## config.mk

```make
export PLATFORM = sky130hd
export DESIGN_NAME = cpu_sequencer
export DESIGN_NICKNAME = d
export VERILOG_FILES = /design/src/rtl/cpu_pkg.sv /design/src/rtl/seq_pc_unit.sv /design/src/rtl/cpu_sequencer.sv
export SDC_FILE = /design/constraint.sdc
export NUM_CORES = 1
export LEC_CHECK = 0
export CORE_ASPECT_RATIO = 1.2
export CORE_MARGIN = 1.5
export CORE_UTILIZATION = 40
export CTS_BUF_LIST = sky130_fd_sc_hd__clkbuf_8
export DETAILED_ROUTE_END_ITERATION = 7
export HOLD_SLACK_MARGIN = 0.12
export SYNTH_ARGS = -nofsm -noshare
export SYNTH_HDL_FRONTEND = slang
export SYNTH_SLANG_ARGS = --single-unit
```

## constraint.sdc

```tcl
create_clock -name clk -period 4 [get_ports clk]
set_clock_uncertainty 0.05 [all_clocks]
set_input_delay 0.8 -clock clk [delete_from_list [all_inputs] [get_ports clk]]
set_output_delay 0.8 -clock clk [all_outputs]
set_load 0.01 [all_outputs]
```

## src/rtl/cpu_pkg.sv

```systemverilog
// Shared definitions for the multi-cycle sequencer:
// opcodes, state/fault/ALU encodings and instruction field positions.
package cpu_pkg;

    localparam logic [7:0] OP_LOADI = 8'h00;
    localparam logic [7:0] OP_ADD   = 8'h01;
    localparam logic [7:0] OP_AND   = 8'h02;
    localparam logic [7:0] OP_OR    = 8'h03;
    localparam logic [7:0] OP_JUMP  = 8'h04;
    localparam logic [7:0] OP_MOV   = 8'h08;
    localparam logic [7:0] OP_SUB   = 8'h09;
    localparam logic [7:0] OP_HALT  = 8'hFF;

    localparam int OPC_LSB    = 24;
    localparam int ALU_LSB    = 24;
    localparam int WADDR_LSB  = 16;
    localparam int JOFS_LSB   = 16;
    localparam int RADDR2_LSB = 8;
    localparam int RADDR1_LSB = 0;
    localparam int IMM_LSB    = 0;

    typedef enum logic [2:0] {
        S_IDLE,
        S_FETCH,
        S_DECODE,
        S_EXEC,
        S_WB,
        S_HALT,
        S_FAULT
    } state_t;

    typedef enum logic [1:0] {
        FLT_NONE    = 2'b00,
        FLT_ILLEGAL = 2'b01,
        FLT_TIMEOUT = 2'b10
    } fault_t;

    typedef enum logic [2:0] {
        ALU_FWD = 3'b000,
        ALU_ADD = 3'b001,
        ALU_AND = 3'b010,
        ALU_OR  = 3'b011
    } alu_t;

    function automatic logic op_is_alu(input logic [7:0] op);
        return op inside {OP_LOADI, OP_ADD, OP_AND,
                          OP_OR, OP_MOV, OP_SUB};
    endfunction

    function automatic logic op_is_legal(input logic [7:0] op);
        return op_is_alu(op) || op == OP_JUMP || op == OP_HALT;
    endfunction

endpackage

```

## src/rtl/seq_pc_unit.sv

```systemverilog
// Program counter: sequential step and PC-relative jump target.
// Jump target is relative to the sequential next PC, word-scaled.
module seq_pc_unit #(
    parameter logic [31:0] RESET_PC = 32'd0,
    parameter int          PC_STEP  = 4
) (
    input  logic        clk,
    input  logic        reset,
    input  logic        step_en,
    input  logic        jump_en,
    input  logic [7:0]  offset,
    output logic [31:0] pc
);

    logic [31:0] pc_inc;
    logic [31:0] jump_tgt;

    assign pc_inc   = pc + 32'(PC_STEP);
    assign jump_tgt = pc_inc + {{22{offset[7]}}, offset, 2'b00};

    // PC register: jump takes priority over a plain step
    always_ff @(posedge clk or posedge reset) begin
        if (reset)
            pc <= RESET_PC;
        else if (jump_en)
            pc <= jump_tgt;
        else if (step_en)
            pc <= pc_inc;
    end

endmodule

```

## src/rtl/cpu_sequencer.sv

```systemverilog
// Multi-cycle FETCH/DECODE/EXEC/WB control sequencer for the
// 8-bit datapath: fetch port, IR, decode, fault and retire tracking.
module cpu_sequencer
    import cpu_pkg::*;
#(
    parameter logic [31:0] RESET_PC      = 32'd0,
    parameter int          PC_STEP       = 4,
    parameter int          FETCH_TIMEOUT = 16
) (
    input  logic        clk,
    input  logic        reset,
    input  logic        run,
    output logic        imem_req,
    output logic [31:0] imem_addr,
    input  logic        imem_ack,
    input  logic [31:0] imem_rdata,
    output logic [2:0]  rf_raddr1,
    output logic [2:0]  rf_raddr2,
    output logic [2:0]  rf_waddr,
    output logic        rf_we,
    output logic [7:0]  imm,
    output logic        imm_sel,
    output logic        neg_sel,
    output logic [2:0]  alu_select,
    output logic        busy,
    output logic        halted,
    output logic [1:0]  fault,
    output logic [15:0] retired
);

    localparam int TW = $clog2(FETCH_TIMEOUT + 1);

    state_t        state_q, state_d;
    fault_t        fault_q, fault_d;
    logic [31:0]   ir_q;
    logic [31:0]   pc;
    logic [TW-1:0] timer_q;
    logic [15:0]   retired_q;
    logic [7:0]    op;
    logic          ir_load;
    logic          pc_step;
    logic          pc_jump;
    logic          retire;
    logic          is_jump;
    logic          timed_out;
    logic          unused_ir;

    assign op        = ir_q[OPC_LSB +: 8];
    assign is_jump   = (op == OP_JUMP);
    assign timed_out = (timer_q == TW'(FETCH_TIMEOUT));
    assign unused_ir = ^ir_q[15:11];

    seq_pc_unit #(
        .RESET_PC (RESET_PC),
        .PC_STEP  (PC_STEP)
    ) u_pc (
        .clk     (clk),
        .reset   (reset),
        .step_en (pc_step),
        .jump_en (pc_jump),
        .offset  (ir_q[JOFS_LSB +: 8]),
        .pc      (pc)
    );

    // State register
    always_ff @(posedge clk or posedge reset) begin
        if (reset)
            state_q <= S_IDLE;
        else
            state_q <= state_d;
    end

    // Fetch wait timer: reads 1 in the first FETCH cycle
    always_ff @(posedge clk or posedge reset) begin
        if (reset)
            timer_q <= TW'(1);
        else if (state_q != S_FETCH)
            timer_q <= TW'(1);
        else
            timer_q <= timer_q + TW'(1);
    end

    // Instruction register, loaded on the acked fetch
    always_ff @(posedge clk or posedge reset) begin
        if (reset)
            ir_q <= '0;
        else if (ir_load)
            ir_q <= imem_rdata;
    end

    // Sticky fault code and retired-instruction counter
    always_ff @(posedge clk or posedge reset) begin
        if (reset) begin
            fault_q   <= FLT_NONE;
            retired_q <= '0;
        end else begin
            fault_q <= fault_d;
            if (retire)
                retired_q <= retired_q + 16'd1;
        end
    end

    // Next state and per-state strobes
    always_comb begin
        state_d = state_q;
        fault_d = fault_q;
        ir_load = 1'b0;
        pc_step = 1'b0;
        pc_jump = 1'b0;
        retire  = 1'b0;
        unique case (state_q)
            S_IDLE: begin
                if (run)
                    state_d = S_FETCH;
            end
            S_FETCH: begin
                if (imem_ack) begin
                    ir_load = 1'b1;
                    state_d = S_DECODE;
                end else if (timed_out) begin
                    fault_d = FLT_TIMEOUT;
                    state_d = S_FAULT;
                end
            end
            S_DECODE: begin
                if (!op_is_legal(op)) begin
                    fault_d = FLT_ILLEGAL;
                    state_d = S_FAULT;
                end else if (op == OP_HALT) begin
                    state_d = S_HALT;
                end else begin
                    state_d = S_EXEC;
                end
            end
            S_EXEC: begin
                pc_jump = is_jump;
                state_d = S_WB;
            end
            S_WB: begin
                pc_step = !is_jump;
                retire  = 1'b1;
                state_d = run ? S_FETCH : S_IDLE;
            end
            S_HALT, S_FAULT: begin
                state_d = state_q;
            end
            default: begin
                state_d = S_IDLE;
            end
        endcase
    end

    assign imem_req   = (state_q == S_FETCH);
    assign imem_addr  = pc;
    assign rf_raddr1  = ir_q[RADDR1_LSB +: 3];
    assign rf_raddr2  = ir_q[RADDR2_LSB +: 3];
    assign rf_waddr   = ir_q[WADDR_LSB +: 3];
    assign imm        = ir_q[IMM_LSB +: 8];
    assign alu_select = ir_q[ALU_LSB +: 3];
    assign imm_sel    = (op != OP_LOADI);
    assign neg_sel    = (op == OP_SUB);
    assign rf_we      = (state_q == S_WB) && op_is_alu(op);
    assign busy       = !(state_q inside {S_IDLE, S_HALT, S_FAULT});
    assign halted     = (state_q == S_HALT);
    assign fault      = fault_q;
    assign retired    = retired_q;

endmodule

```

==> key figures, run 1 <==
Critical path
  • Critical-path cell list: and2_1 -> nand2_1 -> nor4_2 -> buf_4 -> nand3_1 -> xnor2_1 -> ha_1 -> a21oi_1 -> o21ai_0 -> a21oi_1 -> nand4_1 -> a31oi_1 -> mux2i_1 -> nand4_1
  • CP max stage cell: dfrtp_1
  • Maximum fanout along the worst path: 8
  • R2R depth: 14
  • Bufs and invs on worst path: 1
  • Worst r2r src: u_pc.pc[4]
  • Delay-heaviest family, CP: simple AND/OR/NAND/NOR gates
  • Critical Path Max Stage Delay: 520 ps
  • Critical Path RT: 4220 ps
  • FF-to-FF End: u_pc.pc[31]
  • Crit Path Category: flip-flop to flip-flop
  • R2r setup slk: 330 ps
  • Worst Setup Start Kind: flip-flop
  • CP arrival: 3880 ps
  • Critical Path Sink Type: flip-flop

Floorplan
  • Row cnt: 50
  • IO Pins: 112
  • Die area: 16700 um2
  • Starting density of the core: 40.8%
  • CORE AREA: 15600 um2
  • Die W: 118 um
  • Die Y: 141 um

Outcome
  • Status: finished clean

GRT
  • Vias in the first global route: 5605
  • Largest net degree at the start of global routing: 50
  • Gr usage total: 20.6%
  • GRT overflow: 0
  • Initial antenna violation count: 0
  • First-pass GRT wire length: 27.5 mm

Flow run
  • Max-cap violations: 0

Logic synthesis
  • Cell Area, Synth: 6360 um2
  • Most area-consuming cells after synthesis: dfrtp_1 32%, xnor2_1 8.1%, ha_1 7.9%
  • Synth warn: 0
  • Post-synth top cells: 90 x nand2_1, 82 x dfrtp_1, 59 x xnor2_1, 48 x nor2_1, 43 x a21oi_1
  • Async S/R FF share, synth: 100%
  • Top-area cell type share of the netlist area: 32.3%
  • Post-synth top area cell: dfrtp_1
  • Post-synthesis sequential area ratio: 32.7%
  • Post-Synthesis Cells: 724
  • Yosys reg bits: 83
  • Ys flop type: dfrtp_1
  • Post-synth EDFFs: 0
  • Mapped Avg Cell Area: 8.79 um2
  • Most common cell in the netlist: nand2_1
  • Distinct cells, synth: 67

Route
  • Drt wl/cell: 16.4 um
  • Number of DRC markers in iteration 0: 258
  • DRC violations left: 0
  • Total wire length: 16.8 mm
  • Drt via density: 5.42
  • TritonRoute pass-1 iters: 4
  • Via count: 5555
  • Remaining antenna violation count after routing: 0

STA
  • # setup viols final: 0
  • Crit share post-route: 91.6%
  • Max Slew Vio Count: 0
  • Worst Tran Pin Value: 885 ps
  • RSZ-0062 raised after global routing: false
  • Max Clock Freq: 273 MHz
  • Final hold violation count: 0
  • Setup TNS: 0 ps
  • Post-layout min period: 3670 ps
  • Max_slew headroom: 41.0%

Clock network
  • Maximum clock insertion buffer count: 2
  • # Post-CTS Setup Buffers: 0
  • Worst-Skew Late Latency: 390 ps
  • CTS clk-pin slew, worst paths: 110 ps
  • CTS Buf Count: 9
  • Cts repair resizes: 0
  • Sink Count: 83
  • Htree depth: 3
  • Hold-fix buffers, CTS: 0
  • CTS tree: built
  • Root Driver: clkbuf_8

Placed design
  • Cells after DPL: 1008
  • Final Wtd Congestion: 0.891
  • Hpwl dp: 12.8 mm
  • PortBufs: 104

Hold path
  • Hold WC Path Type: flip-flop to flip-flop
  • HP Start: timer_q[0]
  • Hold Path End: timer_q[0]
  • Hold depth: 1

Pwr
  • Pwr Density: 639 nW/um2
  • Leakage: 3.33 nW
  • Peak supply drop: 0.000429 V

Layout
  • # diodes: 0
  • Core Util, Final: 49.8%
  • Area growth syn-to-layout: 21.9%
  • Share of post-route cells with drive strength above 1: 10.2%
  • Nets@finish: 888
  • Fin cells: 1024
[power breakdown]
| group | leakage, nW | total, mW | internal [mW] | switching [mW] |
|---|---|---|---|---|
| clock network | 0.112 | 0.733 | 0.362 | 0.372 |
| registers | 1.05 | 1.46 | 1.10 | 0.365 |
| logic | 2.16 | 2.76 | 1.33 | 1.43 |
| total | 3.33 | 4.95 | 2.79 | 2.16 |
[flip-flops by register name (all words and copies together) (netlist names)]
name / cells
u_pc.pc: 30
ir_q: 27
retired: 16
timer_q: 5
state_q: 3
fault: 2
[stage by stage]
step | instance area [um2] | setup slack [ps] | hold WS (ps) | power [mW]
2_1_floorplan | 6360 | 608 | 388 | 3.38
3_3_place_gp | 7520 | 314 | 398 | 4.15
3_5_place_dp | 7520 | 283 | 401 | 4.22
4_1_cts | 7750 | 254 | 423 | 4.97
5_1_grt | 7750 | 6.10 | 433 | 5.32
6_report | 7750 | 334 | 422 | 4.95
[area by class of cell]
type                       count  area (um2)
fill                        1469        7820
timing repair buffer         123        1180
clock buffer                   9         124
clock inverter                 7         105
inverter                      14        53.8
sequential                    83        2080
tap                          208         260
multi-input combinational    580        3950
[per-layer routing]
| layer | track usage (%) | vias to the layer above | wire length, um |
|---|---|---|---|
| met1 | 24.3 | 2695 | 7170 |
| met5 | 0 | - | 0 |
| met3 | 3.52 | 31 | 605 |
| li1 | - | 2717 | - |
| met2 | 36.3 | 112 | 8520 |
| met4 | 10.1 | 0 | 502 |
[cell families (layout without fill, tap and decap cells)]
family,Yosys count,count (layout),synth area share (%)
other,1,2,0.0590
AOI/OAI and AO/OA,143,143,14.1
buffers and inverters,62,153,5.45
adders and majority gates,41,41,8.18
muxes,30,30,5.25
DFF,83,83,32.7
xor gates and xnor gates,89,89,12.3
and+or+nand+nor,275,275,22.0
[worst max path at each step]
stage	startpoint	cells after the start	slack [ps]	end
finish	u_pc.pc[4]	14	330	u_pc.pc[31]
global route	u_pc.pc[4]	14	6	u_pc.pc[31]
CTS	u_pc.pc[2]	14	250	u_pc.pc[31]
detailed placement	u_pc.pc[2]	14	280	u_pc.pc[31]
global placement	u_pc.pc[2]	14	310	u_pc.pc[31]
floorplan	u_pc.pc[2]	13	610	u_pc.pc[31]
[placed cells by master, fill, tap and decap left out, types with 3 or more instances in the layout]
cell / instances
inv_1: 13
ha_1: 40
xor2_1: 30
a21o_1: 16
dfrtp_1: 79
and2_1: 10
o21a_1: 4
mux2_2: 27
and3_1: 14
xnor2_1: 59
nor3_1: 19
or3_1: 5
o21ai_0: 33
o21bai_1: 4
nand2_1: 90
mux2i_1: 3
clkdlybuf4s50_1: 104
nand4_1: 16
a211oi_1: 7
a31oi_1: 8
nor2_1: 48
dfrtp_2: 3
nor4_1: 7
buf_4: 19
nor2b_1: 5
o22ai_1: 3
nand3_1: 32
o31ai_1: 4
and4_1: 4
a21oi_1: 43
nand2b_1: 7
clkbuf_8: 9
Note: power is estimated with default switching activity, not from simulation.
==> run 2: changes to the inputs <==
--- a/config.mk
+++ b/config.mk
@@ -5,10 +5,12 @@
 export SDC_FILE = /design/constraint.sdc
 export NUM_CORES = 1
 export LEC_CHECK = 0
+export CAP_MARGIN = 10
 export CORE_ASPECT_RATIO = 1.2
 export CORE_MARGIN = 1.5
 export CORE_UTILIZATION = 40
 export CTS_BUF_LIST = sky130_fd_sc_hd__clkbuf_8
+export CTS_CLUSTER_SIZE = 40
 export DETAILED_ROUTE_END_ITERATION = 7
 export HOLD_SLACK_MARGIN = 0.12
 export SYNTH_ARGS = -nofsm -noshare
==> results of run 2 <==
Same layout as run 1: the final DEF is identical, and so are final timing and power.
